===== config.mk =====
export PLATFORM = sky130hd
export DESIGN_NAME = bpm_link_merge_flat
export DESIGN_NICKNAME = d
export VERILOG_FILES = /design/src/rtl/bpm_link_merge_if.sv /design/src/rtl/bpm_link_merge.sv /design/src/flat_wrapper.sv
export SDC_FILE = /design/constraint.sdc
export NUM_CORES = 1
export LEC_CHECK = 0
export CAP_MARGIN = 40
export CORE_ASPECT_RATIO = 1.2
export CORE_MARGIN = 5
export CORE_UTILIZATION = 45
export DETAILED_ROUTE_END_ITERATION = 10
export PLACE_DENSITY = 0.77
export SLEW_MARGIN = 0
export SYNTH_ARGS = -nofsm -noshare
export SYNTH_HDL_FRONTEND = slang
export SYNTH_SLANG_ARGS = --single-unit

===== constraint.sdc =====
create_clock -name clk -period 4.8 [get_ports clk]
set_input_delay 1.44 -clock clk [delete_from_list [all_inputs] [get_ports clk]]
set_output_delay 1.44 -clock clk [all_outputs]
set_load 0.05 [all_outputs]

===== src/rtl/bpm_link_merge_if.sv =====
// rtl/bpm_link_merge_if.sv - link receive and merged BPM write bus for bpm_link_merge
// slave is the merge block's view; master is the link/buffer side.
interface bpm_link_merge_if #(
  parameter int INDEX_WIDTH = 9
);
  logic [1:0]             linkStrobe;
  logic [111:0]           link0Data;
  logic [111:0]           link1Data;
  logic [1:0]             linkStatusStrobe;
  logic [1:0]             link0StatusCode;
  logic [1:0]             link1StatusCode;
  logic                   wrStrobe;
  logic [INDEX_WIDTH-1:0] wrAddr;
  logic [111:0]           wrData;
  logic                   wrLink;

  modport master (
    output linkStrobe, link0Data, link1Data,
    output linkStatusStrobe, link0StatusCode, link1StatusCode,
    input  wrStrobe, wrAddr, wrData, wrLink
  );

  modport slave (
    input  linkStrobe, link0Data, link1Data,
    input  linkStatusStrobe, link0StatusCode, link1StatusCode,
    output wrStrobe, wrAddr, wrData, wrLink
  );
endinterface


===== src/rtl/bpm_link_merge.sv =====
// rtl/bpm_link_merge.sv - two-link BPM packet merge with round-robin grant and statistics
// Optional per-cycle duplicate suppression enabled by defining BPM_LINK_MERGE_DEDUP_EN.
module bpm_link_merge #(
  parameter int INDEX_WIDTH = 9,
  parameter int BPM_COUNT   = 512
) (
  input  logic              clk,
  input  logic              reset,
  input  logic              cycleStart,
  bpm_link_merge_if.slave   bus,
  output logic [15:0]       link0GoodCount,
  output logic [15:0]       link1GoodCount,
  output logic [15:0]       link0BadCount,
  output logic [15:0]       link1BadCount,
  output logic [15:0]       link0DropCount,
  output logic [15:0]       link1DropCount
);

  localparam logic [INDEX_WIDTH:0] COUNT_L = (INDEX_WIDTH + 1)'(BPM_COUNT);

  logic [1:0]             slot_valid;
  logic [111:0]           slot_data [2];
  logic                   last_grant;

  logic [111:0]           link_data [2];
  logic [1:0]             status_code [2];
  logic [15:0]            good_cnt [2];
  logic [15:0]            bad_cnt [2];
  logic [15:0]            drop_cnt [2];

  logic                   grant_valid;
  logic                   grant_link;
  logic [1:0]             grant_vec;
  logic [111:0]           grant_data;
  logic [INDEX_WIDTH-1:0] grant_idx;
  logic                   in_range;
  logic                   dup;
  logic                   do_write;
  logic                   discard;
  logic [1:0]             drop_inc;

  always_comb begin
    link_data[0]   = bus.link0Data;
    link_data[1]   = bus.link1Data;
    status_code[0] = bus.link0StatusCode;
    status_code[1] = bus.link1StatusCode;
  end

  assign link0GoodCount = good_cnt[0];
  assign link1GoodCount = good_cnt[1];
  assign link0BadCount  = bad_cnt[0];
  assign link1BadCount  = bad_cnt[1];
  assign link0DropCount = drop_cnt[0];
  assign link1DropCount = drop_cnt[1];

  // Round-robin between two slots: on a tie the link not granted last time wins.
  always_comb begin
    grant_valid = |slot_valid;
    grant_link  = 1'b0;
    if (&slot_valid) begin
      grant_link = ~last_grant;
    end else if (slot_valid[1]) begin
      grant_link = 1'b1;
    end
    grant_vec  = {grant_valid & grant_link, grant_valid & ~grant_link};
    grant_data = slot_data[grant_link];
    grant_idx  = grant_data[96 +: INDEX_WIDTH];
    in_range   = {1'b0, grant_idx} < COUNT_L;
  end

`ifdef BPM_LINK_MERGE_DEDUP_EN
  localparam int BW = (BPM_COUNT > 1) ? $clog2(BPM_COUNT) : 1;

  logic [BPM_COUNT-1:0] seen;
  logic [BPM_COUNT-1:0] seen_eff;
  logic [BW-1:0]        bm_idx;

  // A grant in the cycleStart cycle sees the already-cleared bitmap.
  always_comb begin
    seen_eff = cycleStart ? '0 : seen;
    bm_idx   = grant_idx[BW-1:0];
    dup      = seen_eff[bm_idx];
  end

  always_ff @(posedge clk) begin
    if (reset) begin
      seen <= '0;
    end else begin
      seen <= seen_eff;
      if (grant_valid && in_range) begin
        seen[bm_idx] <= 1'b1;
      end
    end
  end
`else
  logic unused_cycle_start;

  assign unused_cycle_start = cycleStart;
  assign dup                = 1'b0;
`endif

  always_comb begin
    do_write = grant_valid & in_range & ~dup;
    discard  = grant_valid & ~do_write;
    drop_inc = (bus.linkStrobe & slot_valid & ~grant_vec) | ({2{discard}} & grant_vec);
  end

  always_ff @(posedge clk) begin
    if (reset) begin
      slot_valid   <= '0;
      last_grant   <= 1'b1;
      bus.wrStrobe <= 1'b0;
      bus.wrAddr   <= '0;
      bus.wrData   <= '0;
      bus.wrLink   <= 1'b0;
      for (int n = 0; n < 2; n++) begin
        slot_data[n] <= '0;
        good_cnt[n]  <= '0;
        bad_cnt[n]   <= '0;
        drop_cnt[n]  <= '0;
      end
    end else begin
      bus.wrStrobe <= do_write;
      if (do_write) begin
        bus.wrAddr <= grant_idx;
        bus.wrData <= grant_data;
        bus.wrLink <= grant_link;
      end
      if (grant_valid) begin
        last_grant <= grant_link;
      end
      // A slot being granted this cycle can take a new packet at the same edge.
      for (int n = 0; n < 2; n++) begin
        if (bus.linkStrobe[n] && (!slot_valid[n] || grant_vec[n])) begin
          slot_valid[n] <= 1'b1;
          slot_data[n]  <= link_data[n];
        end else if (grant_vec[n]) begin
          slot_valid[n] <= 1'b0;
        end
        if (drop_inc[n]) begin
          drop_cnt[n] <= drop_cnt[n] + 16'd1;
        end
        if (bus.linkStatusStrobe[n]) begin
          if (status_code[n] == 2'd0) begin
            good_cnt[n] <= good_cnt[n] + 16'd1;
          end else begin
            bad_cnt[n] <= bad_cnt[n] + 16'd1;
          end
        end
      end
    end
  end

endmodule

===== src/flat_wrapper.sv =====
// flat-port wrapper written by rule: the top's interface ports become plain ports
module bpm_link_merge_flat 
#(
  parameter int INDEX_WIDTH = 9,
  parameter int BPM_COUNT   = 512
)
  (clk, reset, cycleStart, link0GoodCount, link1GoodCount, link0BadCount, link1BadCount, link0DropCount, link1DropCount, bus_linkStrobe, bus_link0Data, bus_link1Data, bus_linkStatusStrobe, bus_link0StatusCode, bus_link1StatusCode, bus_wrStrobe, bus_wrAddr, bus_wrData, bus_wrLink);
  bpm_link_merge_if #(.INDEX_WIDTH(INDEX_WIDTH)) bus_i ();
  input  logic clk;
  input  logic reset;
  input  logic cycleStart;
  output logic [15:0] link0GoodCount;
  output logic [15:0] link1GoodCount;
  output logic [15:0] link0BadCount;
  output logic [15:0] link1BadCount;
  output logic [15:0] link0DropCount;
  output logic [15:0] link1DropCount;
  input wire logic [$bits(bus_i.linkStrobe)-1:0] bus_linkStrobe;
  input wire logic [$bits(bus_i.link0Data)-1:0] bus_link0Data;
  input wire logic [$bits(bus_i.link1Data)-1:0] bus_link1Data;
  input wire logic [$bits(bus_i.linkStatusStrobe)-1:0] bus_linkStatusStrobe;
  input wire logic [$bits(bus_i.link0StatusCode)-1:0] bus_link0StatusCode;
  input wire logic [$bits(bus_i.link1StatusCode)-1:0] bus_link1StatusCode;
  output wire logic [$bits(bus_i.wrStrobe)-1:0] bus_wrStrobe;
  output wire logic [$bits(bus_i.wrAddr)-1:0] bus_wrAddr;
  output wire logic [$bits(bus_i.wrData)-1:0] bus_wrData;
  output wire logic [$bits(bus_i.wrLink)-1:0] bus_wrLink;
  assign bus_i.linkStrobe = bus_linkStrobe;
  assign bus_i.link0Data = bus_link0Data;
  assign bus_i.link1Data = bus_link1Data;
  assign bus_i.linkStatusStrobe = bus_linkStatusStrobe;
  assign bus_i.link0StatusCode = bus_link0StatusCode;
  assign bus_i.link1StatusCode = bus_link1StatusCode;
  assign bus_wrStrobe = bus_i.wrStrobe;
  assign bus_wrAddr = bus_i.wrAddr;
  assign bus_wrData = bus_i.wrData;
  assign bus_wrLink = bus_i.wrLink;
  bpm_link_merge #(.INDEX_WIDTH(INDEX_WIDTH), .BPM_COUNT(BPM_COUNT)) u_core (.clk(clk), .reset(reset), .cycleStart(cycleStart), .bus(bus_i), .link0GoodCount(link0GoodCount), .link1GoodCount(link1GoodCount), .link0BadCount(link0BadCount), .link1BadCount(link1BadCount), .link0DropCount(link0DropCount), .link1DropCount(link1DropCount));
endmodule

==> impl_metrics.csv <==
group,metric,value,unit
run_status,status,"finished, final reports clean",
logic_synthesis,synth_warnings,0,
floorplanning,ioPinCount,454,
sta,fmax,297,MHz
worst_setup_path,crit_path_end,"u_core.slot_data[1][57]",
worst_setup_path,path_buf_inv,2,
sta,tightestPinTransition,903,ps
route,firstDrtPassIters,5,
clock_tree,cts_buffer_depth,3,
global_route,track_usage,0.204,
power_and_ir_drop,p_per_area,382,nW/um^2
sta,final_hold_viol_count,0,
place,gp_congestion,0.838,
power_and_ir_drop,leakage,8.80,nW
clock_tree,cts.sinks,437,
global_route,grt_first_pass_wirelength,72.8,mm
sta,finalSetupViolations,0,
sta,fin_crit_sh,0.702,
power_and_ir_drop,pwr-share-seq,0.481,
logic_synthesis,syn_nets,1705,
worst_setup_path,critPathMaxFanout,224,
worst_setup_path,r2r_slack,2520,ps
logic_synthesis,synth_cell_types,41,
finish,n_fill_cell,3095,
place,dp_slack,926,ps
clock_tree,cts_tree,"yes",
worst_setup_path,crit_slowest_cell,"clkdlybuf4s50_1",
global_route,antenna_found_initial,10,
global_route,met1_usage,0.240,
worst_setup_path,critical-path-max-stage-delay,870,ps
worst_setup_path,start_kind,"input pin",
logic_synthesis,syn_inst,1464,
worst_setup_path,reg2reg_depth,5,
sta,worst_slack,1430,ps
route,routedWlPerCell,19.2,microns
worst_setup_path,critPathKind,"in -> reg",
finish,fin_nets,2127,
floorplanning,die_w,193,microns
route,drc_errors,0,
worst_setup_path,cp-end-kind,"flip-flop",
sta,slew_headroom,0.396,
logic_synthesis,synthesis.area,18200,sq um
floorplanning,die_h,230,microns
clock_tree,clk_pin_slew,60,ps
global_route,first_global_vias,13000,
finish,final_layout_size_suffix_gt1_frac,0.0489,
logic_synthesis,synthFlopType,"edfxtp_1",
worst_setup_path,cp_top_family,"buffers and inverters",
power_and_ir_drop,p_comb_frac,0.147,
route,vias,12600,
clock_tree,insertion_delay,540,ps
power_and_ir_drop,internal-power,7.04,mW
finish,multiInputGateArea,5740,sq um
worst_setup_path,r2r_end,"u_core.slot_data[0][83]",
floorplanning,design.core.area,39800,sq um
power_and_ir_drop,p_clk_frac,0.373,
sta,rsz0062_at_grt,"no",
sta,tns,0,ps
finish,design_area,24700,sq um
power_and_ir_drop,power_switching_share,0.254,
global_route,grt_max_degree,225,
clock_tree,htree_num_levels,2,
global_route,grtUsageMet2,0.363,
worst_setup_path,path_cells,"clkdlybuf4s50_1 > a311oi_4 > buf_12 > and2_1",
worst_setup_path,critical_path_arrival,3760,ps
route,ant_nets,0,
clock_tree,ctsRootBufferMaster,"clkbuf_16",
global_route,busiest_layer,"met2",
clock_tree,cts_setup_buffers,0,
route,vias_per_cell,5.11,
power_and_ir_drop,power_switching,2.40,mW
logic_synthesis,async_flop_share,0,
worst_setup_path,required,5190,ps
logic_synthesis,synth-edff-count,320,
logic_synthesis,ys_seq_elements,437,
clock_tree,ctsHoldBuffers,0,
place,dpl.hpwl,32.4,mm
logic_synthesis,seq_area_frac_synth,0.658,
global_route,use_met3,0.0514,
logic_synthesis,syn_area_per_cell,12.4,sq um
floorplanning,initial_core_util,0.456,
clock_tree,cts.repair.resized,0,
worst_setup_path,reg2reg_from,"u_core.slot_valid[0]",
flow_run,maxCapViolations,0,
clock_tree,cts_buffers,43,
worst_setup_path,crit_start,"reset",
power_and_ir_drop,ir_worst_vdd,0.000245,V
finish,seq_area,12000,sq um
global_route,overflow,0,
sta,skew,14.3,ps
min_path,hold_class,"reg -> reg",
place,numPortBuffers,452,
sta,fin_crit,3370,ps
floorplanning,die_area,44500,sq um
route,drt_wl_total,47.3,mm
sta,finalMaxSlewViolations,0,
floorplanning,rows,80,
route,first_iter_violations,717,
finish,syn_to_final_growth,35.9,%
place,placed_area,23200,sq um
worst_setup_path,path_depth,4,
[flip-flops by register name (all words and copies together) (netlist names)]
signal / cells
u_core.slot_valid: 2
u_core.bad_cnt: 32
u_core.bus.wrData: 112
u_core.bus.wrLink: 1
u_core.slot_data: 224
u_core.last_grant: 1
u_core.bus.wrStrobe: 1
u_core.good_cnt: 32
u_core.drop_cnt: 32
[Yosys cell counts (2+ instances only)]
library cell	instances	area share
a21o_1	5	0.0021
a21oi_1	12	0.0033
and2_1	231	0.080
and3_1	8	0.0028
and4_1	6	0.0029
buf_1	6	0.0012
buf_2	13	0.0036
buf_4	11	0.0045
buf_6	6	0.0037
clkbuf_1	38	0.0078
clkbuf_2	16	0.0044
dfxtp_1	117	0.13
edfxtp_1	320	0.53
ha_1	6	0.0041
inv_1	13	0.0027
mux2i_1	114	0.063
nand2_1	133	0.027
nand2b_1	3	0.0010
nand3_1	36	0.0099
nand4_1	26	0.0090
nor2_1	91	0.019
nor3_1	16	0.0044
nor4_1	17	0.0059
nor4b_1	2	0.00096
o21ai_0	123	0.034
or3_1	9	0.0031
xnor2_1	41	0.020
xor2_1	32	0.015
[how the worst min path moves through the flow]
stage / start / endpoint / depth (start not counted)
2_1_floorplan: u_core.slot_data[0][13] / u_core.bus.wrData[13] / 2
6_report: u_core.bus.wrData[1] / u_core.bus.wrData[1] / 2
3_3_place_gp: u_core.bus.wrData[11] / u_core.bus.wrData[11] / 2
4_1_cts: u_core.bus.wrData[16] / u_core.bus.wrData[16] / 2
5_1_grt: u_core.bus.wrData[16] / u_core.bus.wrData[16] / 2
3_5_place_dp: u_core.bus.wrData[16] / u_core.bus.wrData[16] / 2
[worst min-delay path, stage by stage (launching register included)]
cell and delay [ps]:
dfxtp_1 320, nand2_1 40, o21ai_0 50
[kinds of logic after synthesis]
logic type	Yosys count	share of synthesized area
flops	437	0.658
xor+xnor	73	0.0352
compound gates	147	0.0435
mux	114	0.0628
fa+ha+maj	6	0.00413
simple gates	584	0.169
buf+inv	103	0.0280
[layer usage]
| layer | up-vias | part of all wire |
|---|---|---|
| met3 | 88 | 0.072 |
| met4 | 6 | 0.031 |
| li1 | 5985 | - |
| met2 | 509 | 0.52 |
| met5 | - | 0.00082 |
| met1 | 5984 | 0.38 |
[metrics by stage]
step                instances   util  power [mW]  hold slack (ps)
floorplan                1464      -        5.39              493
detailed placement       2374  0.582        6.01              442
finish                   2461  0.620        9.43              449
global placement         2370  0.579        5.96              435
CTS                      2454  0.620        9.52              457
global route             2461  0.620        9.79              481
[layout by cell type (no fill, tap or decap), types with 12 or more instances in the layout]
master | netlist | final
a21oi_1 | 12 | 12
and2_1 | 231 | 230
clkbuf_16 | 0 | 46
clkdlybuf4s50_1 | 0 | 452
dfxtp_1 | 117 | 117
edfxtp_1 | 320 | 320
inv_1 | 13 | 13
mux2i_1 | 114 | 114
nand2_1 | 133 | 133
nand3_1 | 36 | 36
nand4_1 | 26 | 26
nor2_1 | 91 | 91
nor3_1 | 16 | 15
nor4_1 | 17 | 17
o21ai_0 | 123 | 123
xnor2_1 | 41 | 41
xor2_1 | 32 | 32
[area by class of cell]
type,instances,share of cell area
Clock buffer,66,0.0533
Multi-Input combinational cell,924,0.232
Tap cell,533,0.0270
Antenna cell,7,0.000709
Sequential cell,437,0.484
Timing Repair Buffer,467,0.193
Inverter,13,0.00198
Clock inverter,14,0.00775
[power by group through the flow]
stage | registers (mW) | clock network [mW] | logic, mW
floorplan | 4.98 | 0 | 0.409
global placement | 4.59 | 0 | 1.36
detailed placement | 4.61 | 0 | 1.40
CTS | 4.53 | 3.59 | 1.40
global route | 4.56 | 3.76 | 1.47
finish | 4.54 | 3.51 | 1.38
Note: power is estimated with default switching activity, not from simulation.
